==> config.mk <==
export PLATFORM = sky130hd
export DESIGN_NAME = serial_subtractor
export DESIGN_NICKNAME = d
export VERILOG_FILES = /design/src/rtl/serial_subtractor.sv
export SDC_FILE = /design/constraint.sdc
export NUM_CORES = 1
export LEC_CHECK = 0
export CAP_MARGIN = 10
export CORE_MARGIN = 8
export CORE_UTILIZATION = 46
export DETAILED_ROUTE_END_ITERATION = 12
export GPL_ROUTABILITY_DRIVEN = 0
export PLACE_DENSITY = 0.74
export SETUP_SLACK_MARGIN = 0.15
export SYNTH_ARGS = -nofsm -noshare
export SYNTH_HDL_FRONTEND = slang
export SYNTH_SLANG_ARGS = --single-unit
==> constraint.sdc <==
create_clock -name clk -period 1.62 [get_ports clk]
set_clock_uncertainty 0.15 [all_clocks]
set_input_delay 0.162 -clock clk [delete_from_list [all_inputs] [get_ports clk]]
set_output_delay 0.162 -clock clk [all_outputs]
set_load 0.01 [all_outputs]
==> src/rtl/serial_subtractor.sv <==
// Bit-serial unsigned subtractor: a - b computed LSB first, one bit per cycle.
// Define SERIAL_SUB_OVF_EN to add the signed-overflow output ovf.
module serial_subtractor #(
    parameter int unsigned WIDTH = 8
) (
    input  logic             clk,
    input  logic             rst_n,
    input  logic             start,
    input  logic [WIDTH-1:0] a,
    input  logic [WIDTH-1:0] b,
    output logic             ready,
    output logic             done,
    output logic [WIDTH-1:0] diff,
`ifdef SERIAL_SUB_OVF_EN
    output logic             ovf,
`endif
    output logic             bout
);

    localparam int unsigned CntW = (WIDTH > 1) ? $clog2(WIDTH) : 1;
    localparam logic [CntW-1:0] CntLast = CntW'(WIDTH - 1);

    typedef enum logic [1:0] {StIdle, StRun, StDone} state_e;

    state_e           state_q, state_d;
    logic [WIDTH-1:0] a_sr_q, a_sr_d;
    logic [WIDTH-1:0] b_sr_q, b_sr_d;
    logic [WIDTH-1:0] d_sr_q, d_sr_d;
    logic [WIDTH-1:0] diff_q, diff_d;
    logic [CntW-1:0]  cnt_q, cnt_d;
    logic             br_q, br_d;
    logic             bout_q, bout_d;
    logic             ai, bi, di, br_next;
`ifdef SERIAL_SUB_OVF_EN
    logic             ovf_q, ovf_d;
`endif

    assign ai      = a_sr_q[0];
    assign bi      = b_sr_q[0];
    assign di      = ai ^ bi ^ br_q;
    assign br_next = (~ai & bi) | (~(ai ^ bi) & br_q);

    always_comb begin
        state_d = state_q;
        a_sr_d  = a_sr_q;
        b_sr_d  = b_sr_q;
        d_sr_d  = d_sr_q;
        diff_d  = diff_q;
        cnt_d   = cnt_q;
        br_d    = br_q;
        bout_d  = bout_q;
`ifdef SERIAL_SUB_OVF_EN
        ovf_d   = ovf_q;
`endif
        unique case (state_q)
            StIdle: begin
                if (start) begin
                    state_d = StRun;
                    a_sr_d  = a;
                    b_sr_d  = b;
                    d_sr_d  = '0;
                    br_d    = 1'b0;
                    cnt_d   = '0;
                end
            end
            StRun: begin
                a_sr_d = a_sr_q >> 1;
                b_sr_d = b_sr_q >> 1;
                d_sr_d = {di, d_sr_q[WIDTH-1:1]};
                br_d   = br_next;
                cnt_d  = cnt_q + 1'b1;
                if (cnt_q == CntLast) begin
                    state_d = StDone;
                    cnt_d   = '0;
                    diff_d  = {di, d_sr_q[WIDTH-1:1]};
                    bout_d  = br_next;
`ifdef SERIAL_SUB_OVF_EN
                    // On the last bit ai/bi are the operand sign bits and di is the result sign.
                    ovf_d   = (ai != bi) & (di != ai);
`endif
                end
            end
            StDone: state_d = StIdle;
            default: state_d = StIdle;
        endcase
    end

    always_ff @(posedge clk or negedge rst_n) begin
        if (!rst_n) begin
            state_q <= StIdle;
            a_sr_q  <= '0;
            b_sr_q  <= '0;
            d_sr_q  <= '0;
            diff_q  <= '0;
            cnt_q   <= '0;
            br_q    <= 1'b0;
            bout_q  <= 1'b0;
`ifdef SERIAL_SUB_OVF_EN
            ovf_q   <= 1'b0;
`endif
        end else begin
            state_q <= state_d;
            a_sr_q  <= a_sr_d;
            b_sr_q  <= b_sr_d;
            d_sr_q  <= d_sr_d;
            diff_q  <= diff_d;
            cnt_q   <= cnt_d;
            br_q    <= br_d;
            bout_q  <= bout_d;
`ifdef SERIAL_SUB_OVF_EN
            ovf_q   <= ovf_d;
`endif
        end
    end

    assign ready = (state_q == StIdle);
    assign done  = (state_q == StDone);
    assign diff  = diff_q;
    assign bout  = bout_q;
`ifdef SERIAL_SUB_OVF_EN
    assign ovf   = ovf_q;
`endif

endmodule
After elaboration in Yosys (flattened, before gate mapping)
Index checks and enable logic that the tools add are counted.
{ "op_classes": {"add_sub_neg": 1, "mul": 0, "n_div": 0, "n_lt_le_gt_ge": 0, "n_eq_ne": 5, "shift": 0, "muxes": 14, "bitwise": 7, "n_reduce_logical": 5} }
{ "op_table": {"columns": ["operator", "count"], "rows": [
  ["$pmux 8 s2", 3],
  ["$mux 8", 3],
  ["$mux 3", 2],
  ["$pmux 3 s2", 1],
  ["$reduce_and 2->1", 3],
  ["$mux 2", 2],
  ["$ne 2x2->1 const B", 2],
  ["$pmux 2 s2", 1],
  ["$add 3x1->3 const B", 1],
  ["$eq 3x3->1 const B", 1],
  ["$and 1x1->1", 2],
  ["$eq 2x1->1 const B", 1],
  ["$eq 2x2->1 const B", 1],
  ["$logic_not 2->1", 1],
  ["$not 1->1", 2],
  ["$pmux 1 s2", 1],
  ["$reduce_bool 2->1", 1],
  ["$xor 1x1->1", 2],
  ["$mux 1", 1],
  ["$or 1x1->1", 1]
]} }
{ "word_totals": {"ff_bits": 39, "latch_bits": 0, "ramBits": 0, "rom_bits": 0, "in_bits": 19, "output_inout_bits": 11, "elab_cells": 40, "n_memories": 0} }

Depth between registers and ports, before layout
{ "logic_depth": {"word_depth": 5, "depth_mapped": 6, "depth_no_buf": 5} }

Least setup slack after synthesis
Ideal clock, no wire load.
{ "synth_path": {"path_kind": "reg-to-reg", "from": "register cnt_q[0]", "to": "register diff_q[1], in the netlist diff[1]", "setup_ns": 0.125, "arrival_ns": 1.320, "t_required_ns": 1.345, "setup_slack_ns": 0.025, "stages_incl_launch_ff": 6, "path_buffers": 1, "synth_period_minus_slack_ns": 1.595, "path_cell_list": "dfrtp_1 ha_1 ha_1 nand3b_4 buf_6 mux2_4"} }
{ "synth_via": {"elab_chain_cells": 2} }
{ "synth_rtl": {"columns": ["element", "line", "text"], "rows": [
  ["start: declaration", "30", "logic [CntW-1:0] cnt_q, cnt_d;"],
  ["start signal: assignment", "107", "cnt_q <= cnt_d;"],
  ["$eq 3x3->1", "72", "if (cnt_q == CntLast) begin"],
  ["$reduce_and 2->1 (no source line)", null, null],
  ["end signal: assignment", "106", "diff_q <= diff_d;"],
  ["end: declaration", "29", "logic [WIDTH-1:0] diff_q, diff_d;"]
]} }
No other way between the ends.
A chain may end at the register's enable or synchronous reset.

Final worst setup path
{ "layout_path": {"from": "register cnt_q[0]", "to": "register diff_q[5], in the netlist diff[5]"} }
The elaborated chain is that of the path after synthesis.

==> impl_results.md <==
* Status: finished clean
* Fin nets at 209
* RSZ-0062 raised after global routing: true
* Crit path required time at 1.70 ns
* Sw frac at 38.4%
* Total global-route track usage at 13.9%
* Area growth from synthesis to layout at 46.8%
* Via density at 5.83
* Fin cells at 236
* Die span in x at 76.5 um
* Min Hold Slack at 0.0309 ns
* Initial antenna violation count at 0
* FF+latch count, synth at 38
* Clk pwr share at 11.7%
* Worst setup SP type: register
* I/O pin count at 30
* Yosys top cell area share at 56.5%
* Clock latency on the worst-skew pair at 0.34 ns
* Mean area per synthesized cell at 12.0 um^2
* TritonCTS buffer count at 5
* Sequential power share at 40.3%
* DRT Wirelength at 4530 um
* Synthesized net count at 162
* Max clock buf depth at 2
* Placed inst area at 2050 um^2
* Design area at 2470 um^2
* Port Buf Inserts at 29
* Vias in the first global route at 1,380
* Setup tns final at 0 ns
* HPWL after DPL at 2550 um
* Yosys cell types at 24
* Least-Margin Pin Slew at 0.461 ns
* Antenna diodes at 0
* Pre-Repair DR Iteration Count at 4
* Largest area contributor in the netlist: dfrtp_1
* PD cells at 1790 nW/um^2
* CTS tree: done
* Layout cells sized above 1 at 39.4%
* Hold Vio Cnt, Final at 0
* P_int at 2.73 mW
* NetSw at 1.70 mW
* Slew HR at 69.3%
* Sequential share of the synthesized area at 56.5%
* Via count at 1,375
* Post-synthesis instance area at 1680 um^2
* Tcrit/Tclk final at 92.3%
* Type of the worst setup path: reg -> reg
* Worst Hold Class: in -> async
* Die footprint at 5850 um^2
* Post-CTS Hold Fix Bufs at 0
* Clock-pin slew on the worst setup and hold paths at 0.12 ns
* Largest net degree at the start of global routing at 39
* Rows at 22
* Worst endpoint data arrival time at 1.58 ns
* Die H at 76.5 um
* Global-route wire length before repair at 6660 um
* Synth top area cells: dfrtp_1 (57%), o22ai_1 (10%), mux2_4 (6.3%), a22o_1 (4.7%), a21oi_1 (4.5%)
* Max-Cap Viols at 0
* Ys Warns at 0
* Final Setup Violations at 0
* Maximum vdd drop at 1090 uV
* Synthesized instance count at 140
* Inst Count DP at 214
* Leak Pwr at 1.11 nW
* Tmin final at 1.50 ns
* # DRC at 0
* Antenna violation net count after detailed routing at 0
* Core box area at 3580 um^2
* Initial Util at 47.0%
* CTS Sinks at 38
* Logic gate share of total power at 48.0%
* Total power at 4.42 mW
* Crit path capture type: register
* Max H-tree Level at 2
* Max Transition Viols Final at 0
* WL per Instance at 19.2 um
* Max Clock Freq at 668 MHz
* Grt ovf at 0
* CTS Root Buffer Type: clkbuf_4
* Iteration-0 DRC Markers at 102
* Maximum fanout along the worst path at 5
-- cell usage in the layout, fill, tap and decap left out, types with 2 or more instances in the layout --
| master | n |
|---|---|
| clkdlybuf4s50_1 | 18 |
| buf_6 | 4 |
| o22ai_2 | 13 |
| a22o_1 | 9 |
| o22ai_1 | 8 |
| a21oi_1 | 9 |
| a21oi_2 | 6 |
| nand3b_4 | 2 |
| nor2b_1 | 2 |
| dfrtp_1 | 38 |
| nand2_1 | 5 |
| nand2b_4 | 3 |
| buf_12 | 2 |
| dlygate4sd2_1 | 9 |
| o21ai_0 | 6 |
| clkbuf_4 | 5 |
| mux2_4 | 8 |
| inv_1 | 4 |
| nor2_1 | 4 |
| buf_4 | 13 |
| o22ai_4 | 7 |
-- power by group through the flow --
stage | clock [mW] | combinational (mW) | sequential [mW]
2_1_floorplan | 0 | 1.04 | 1.64
3_3_place_gp | 0 | 1.45 | 1.66
3_5_place_dp | 0 | 1.52 | 1.69
4_1_cts | 0.522 | 1.60 | 1.66
5_1_grt | 0.578 | 2.28 | 1.84
6_report | 0.519 | 2.12 | 1.78
-- timing repair --
| action | in CTS | in global routing |
|---|---|---|
| pin swaps | 1 | 8 |
| endpoints found under the setup margin | 30 | 35 |
| endpoints found under the hold margin | 0 | 0 |
| gates resized for setup | 17 | 43 |
| setup buffers | 8 | 3 |
| gates cloned | 1 | 2 |
-- worst max-delay path, stage by stage (launching register included) --
cell	delay, ns
dfrtp_1	0.41
ha_2	0.20
ha_4	0.18
nand3b_4	0.13
mux2_4	0.31
-- sequential cells by signal (all words and copies together), names as in the netlist --
register / cells
br_q: 1
bout: 1
diff: 8
cnt_q: 3
d_sr_q: 7
state_q: 2
a_sr_q: 8
b_sr_q: 8
-- metrics by stage --
step / setup WS [ns] / util, %
final: 0.124 / 69.0
after global routing: 0.0826 / 69.0
after CTS: 0.0530 / 61.2
after detailed placement: -0.0474 / 57.2
after global placement: -0.000992 / 57.2
after floorplan: 0.120 / -
-- metal layers --
metal	share of wire [%]	global-route usage [%]
met5	0	0
met4	2.4	5.96
met3	4.3	5.19
met2	52	22.5
met1	41	15.9
-- kinds of logic after synthesis --
logic type / after synthesis / synth area share (%)
mux: 8 / 6.92
flops: 38 / 56.5
fa+ha+maj: 3 / 2.68
simple gates: 15 / 5.51
compound gates: 60 / 22.2
buf+inv: 16 / 6.10
-- worst paths after layout --
check                           startpoint  cells after the start         to  slack, ns
worst min-delay path                 rst_n                      2  a_sr_q[0]       0.03
worst max register to register    cnt_q[0]                      4    diff[5]       0.12
max in group asynchronous            rst_n                      2  d_sr_q[4]       1.10
worst max-delay path              cnt_q[0]                      4    diff[5]       0.12
worst min register to register        bout                      2       bout       0.34
min in group clk                      b[7]                      3  b_sr_q[7]       0.21
-- layout make-up --
| class | instances | area, um^2 |
|---|---|---|
| Clock buffer | 7 | 55.1 |
| Clock inverter | 1 | 5.00 |
| Fill cell | 252 | 1110 |
| Inverter | 5 | 18.8 |
| Multi-Input combinational cell | 88 | 902 |
| Sequential cell | 38 | 951 |
| Tap cell | 48 | 60.1 |
| Timing Repair Buffer | 49 | 477 |
-- synthesized netlist by cell type --
master and n:
mux2_2 1, o21ai_0 6, inv_1 4, mux2_4 7
a22o_1 9, buf_4 2, nor2b_1 2, inv_2 1
nand2b_4 1, o22ai_1 28, dfrtp_1 38, buf_6 4
nand2_1 5, fa_1 1, buf_2 4, a21oi_1 15
nor2_2 1, o21bai_1 1, o31ai_1 1, nand3b_4 1
nor2_1 4, ha_1 2, clkbuf_1 1, nand2b_1 1
Power figures use the tool's default switching activity.
